--- src/rtl/left_shift_sequencer.sv ---
// Multi-cycle left-shift engine: one zero-fill shift per clock over a valid/ready handshake.
// Optional overflow flag output enabled by defining LSS_OVF_EN.
module left_shift_sequencer #(
  parameter int WIDTH = 8,
  parameter int AMT_W = 3
) (
  input  logic             clk,
  input  logic             reset_n,
  input  logic             abort,
  input  logic             in_valid,
  output logic             in_ready,
  input  logic [WIDTH-1:0] in_data,
  input  logic [AMT_W-1:0] in_amt,
  output logic             out_valid,
  input  logic             out_ready,
  output logic [WIDTH-1:0] out_data,
  output logic             busy
`ifdef LSS_OVF_EN
  ,
  output logic             out_ovf
`endif
);

  localparam logic [1:0] IDLE  = 2'd0;
  localparam logic [1:0] SHIFT = 2'd1;
  localparam logic [1:0] DONE  = 2'd2;

  logic [1:0]       state;
  logic [WIDTH-1:0] data;
  logic [AMT_W-1:0] cnt;

  always_ff @(posedge clk or negedge reset_n) begin
    if (!reset_n) begin
      state     <= IDLE;
      in_ready  <= 1'b0;
      out_valid <= 1'b0;
      out_data  <= '0;
      busy      <= 1'b0;
      cnt       <= '0;
      data      <= '0;
    end else if (abort) begin
      // abort overrides any handshake sampled on the same edge
      state     <= IDLE;
      in_ready  <= 1'b1;
      out_valid <= 1'b0;
      out_data  <= '0;
      busy      <= 1'b0;
      cnt       <= '0;
    end else begin
      case (state)
        IDLE: begin
          in_ready <= 1'b1;
          if (in_valid && in_ready) begin
            data     <= in_data;
            cnt      <= in_amt;
            in_ready <= 1'b0;
            busy     <= 1'b1;
            state    <= SHIFT;
          end
        end
        SHIFT: begin
          if (cnt != '0) begin
            data <= {data[WIDTH-2:0], 1'b0};
            cnt  <= cnt - AMT_W'(1);
          end else begin
            out_valid <= 1'b1;
            out_data  <= data;
            state     <= DONE;
          end
        end
        DONE: begin
          if (out_ready) begin
            out_valid <= 1'b0;
            busy      <= 1'b0;
            in_ready  <= 1'b1;
            state     <= IDLE;
          end
        end
        default: state <= IDLE;
      endcase
    end
  end

`ifdef LSS_OVF_EN
  logic ovf;

  always_ff @(posedge clk or negedge reset_n) begin
    if (!reset_n) begin
      ovf     <= 1'b0;
      out_ovf <= 1'b0;
    end else if (abort) begin
      ovf     <= 1'b0;
      out_ovf <= 1'b0;
    end else begin
      case (state)
        IDLE:    if (in_valid && in_ready) ovf <= 1'b0;
        SHIFT: begin
          if (cnt != '0) ovf <= ovf | data[WIDTH-1];
          else           out_ovf <= ovf;
        end
        DONE:    if (out_ready) out_ovf <= 1'b0;
        default: ;
      endcase
    end
  end
`endif

endmodule

--- config.mk ---
export PLATFORM = sky130hd
export DESIGN_NAME = left_shift_sequencer
export DESIGN_NICKNAME = d
export VERILOG_FILES = /design/src/rtl/left_shift_sequencer.sv
export SDC_FILE = /design/constraint.sdc
export NUM_CORES = 1
export LEC_CHECK = 0
export CAP_MARGIN = 40
export CORE_MARGIN = 1
export CORE_UTILIZATION = 49
export DETAILED_ROUTE_END_ITERATION = 10
export PLACE_DENSITY = 0.77
export SLEW_MARGIN = 20
export SYNTH_ARGS = -nofsm -noshare
export SYNTH_HDL_FRONTEND = slang
export SYNTH_SLANG_ARGS = --single-unit
--- constraint.sdc ---
create_clock -name clk -period 2.16 [get_ports clk]
set_clock_uncertainty 0.15 [all_clocks]
set_input_delay 0.216 -clock clk [delete_from_list [all_inputs] [get_ports clk]]
set_output_delay 0.216 -clock clk [all_outputs]
set_load 0.05 [all_outputs]
==> flow_summary.ini <==
[outcome]
outcome = complete, no violations

[global_routing]
grt_pass1_vias = 930
antenna_found_initial = 0
grt_usage_pct = 20.2
grt_pass1_wl_mm = 4.02
overflow = 0
grt_max_degree = 25

[logic_synthesis]
ys_ff_latch = 24
synth_fp_nets = 152
syn_avg_cell_area_um2 = 9.38
synth_common_cells = 45 x nand2_1, 24 x dfrtp_1, 14 x a21oi_1, 7 x mux2_4
ys_async_sr_fraction_pct = 100
synth_cells = 134
synth_seq_area_share_pct = 47.8
synth_area_leaders = dfrtp_1 48%, nand2_1 13%, mux2_4 8.4%
yosysTopAreaCell = dfrtp_1
synthFlopType = dfrtp_1
synth.yosys.warnings = 0
synth_edf_count = 0
synth_top_area_share_pct = 47.8
synth_most_common_cell = nand2_1
synth.distinct_cells = 29
synth_area_um2 = 1260

[die]
die_w_um = 52.7
die-area_um2 = 2770
coreArea_um2 = 2320
initial_utilization_pct = 54.2
io_pins = 27
die_h_um = 52.7
num_rows = 17

[worst_setup_path]
cp-end-kind = primary output
max_stage_delay_ns = 0.83
crit_chain = clkdlybuf4s50_1
crit_path_max_fanout = 6
cp_slowest_cell = clkdlybuf4s50_1
critPathBufInv = 1
required_ns = 1.79
rr_startpoint = cnt[0]
cp-startpoint = in_ready
worstSetupPathType = reg2out
start_kind = register
critPathTopFamily = buffers and inverters
cp.arrival_ns = 1.59

[flow_run]
max_cap_viol_count = 0

[route]
antenna_left = 0
dr.pass1.iters = 4
routed_via_density = 5.23
wl_per_cell_um = 13.1
drt_iter0_drc = 23
vias = 988
drc = 0
detail_route.wirelength_mm = 2.48

[cells_and_area]
layoutNonFillerInstCount = 189
syn2layout_area_growth_pct = 25.5
fin_nets = 180
drive_gt1_share_pct = 11.8
fin_area_um2 = 1580
utilization_pct = 68.1
n_antenna_cell = 0

[place]
placedInstanceArea_um2 = 1530
place_inst = 185
port_buffers = 26
dp_slack_ns = 0.282
place.gp.congestion = 0.788
dp_hpwl_mm = 1.79

[cts]
clock-root-buffer = clkbuf_4
clock_sinks = 24
cts_made_buffers = 3
hold_buffers = 0
htree_levels = 1
clockBufferDepth = 2
postCtsSetupRepairBufs = 0
path_clk_slew_ns = 0.14
cts.repair.resized = 0
clock_latency_ns = 0.32
cts_tree = done

[power_and_ir_drop]
p_total_mw = 1.53
ir_worst_vdd_uv = 659
cellPowerDensity_nw_per_um2 = 968
p_leak_nw = 0.712

[timing]
final.period_utilization_pct = 90.8
fmaxAchievable_mhz = 510
setup_ws_ns = 0.199
tightest_slew_ns = 0.514
final-max-slew-violation-count = 0
holdWs_ns = 0.0777
rsz0062_at_grt = no
slew_headroom_pct = 65.7
setup_viol = 0
final-hold-violation-count = 0
final.min_clock_period_ns = 1.96
tns_ns = 0

[min_path]
hp-class = in2async
==> flip-flops by register name (all words and copies together) (netlist names) <==
name	count
in_ready	1
state	2
out_valid	1
busy	1
data	8
cnt	3
out_data	8
==> cell type report <==
type                            count  area, um2
Sequential cell                    24        601
Tap cell                           28       35.0
Fill cell                         182        741
Clock buffer                        3       22.5
Timing Repair Buffer               29        283
Inverter                            5       18.8
Clock inverter                      1       30.0
Multi-Input combinational cell     99        588
==> layer usage <==
metal  track usage [%]  wire [um]
met2              34.2       1150
met1              26.0       1210
met4              8.33         19
met5                 0          0
met3              2.32        101
==> path summary, 6_finish.rpt <==
check	endpoint	slack (ns)	cells after the start
setup / recovery	in_ready	0.20	1
hold / removal	out_data[0]	0.08	2
setup reg to reg	data[1]	0.25	6
hold reg to reg	cnt[0]	0.36	1
max in group asynchronous	cnt[1]	1.54	2
min in group clk	cnt[2]	0.32	3
==> power by group <==
part / switching [mW] / leakage (nW) / total (mW) / internal (mW)
Sequential: 0.0977 / 0.310 / 0.658 / 0.560
Combinational: 0.285 / 0.374 / 0.544 / 0.259
Clock: 0.139 / 0.0279 / 0.326 / 0.188
Total: 0.521 / 0.712 / 1.53 / 1.01
==> cells by family after synthesis <==
group / synth area share [%]
compound gates: 13.4
simple gates: 22.1
flops: 47.8
fa+ha+maj: 1.99
buf+inv: 5.47
mux: 9.25
==> cell usage in the layout (no fill, tap or decap) <==
cell type / synthesis / layout
nand2_1: 45 / 45
clkdlybuf4s50_1: 0 / 26
dfrtp_1: 24 / 24
a21oi_1: 14 / 14
mux2_4: 7 / 7
o21ai_0: 6 / 6
nor2_1: 6 / 6
inv_1: 5 / 5
clkbuf_4: 0 / 3
buf_4: 1 / 3
nand3_1: 2 / 2
a31oi_1: 2 / 2
ha_1: 2 / 2
or2b_1: 1 / 1
nand2b_1: 1 / 1
nor2_2: 1 / 1
nor2b_1: 1 / 1
and2b_1: 1 / 1
o21bai_1: 1 / 1
and4bb_4: 1 / 1
a21oi_4: 1 / 1
nor2_8: 1 / 1
mux2_2: 1 / 1
nand4_1: 1 / 1
a21boi_0: 1 / 1
o22ai_1: 1 / 1
a32o_1: 1 / 1
o32ai_1: 1 / 1
bufinv_16: 0 / 1
(Power assumes the default switching activity.)
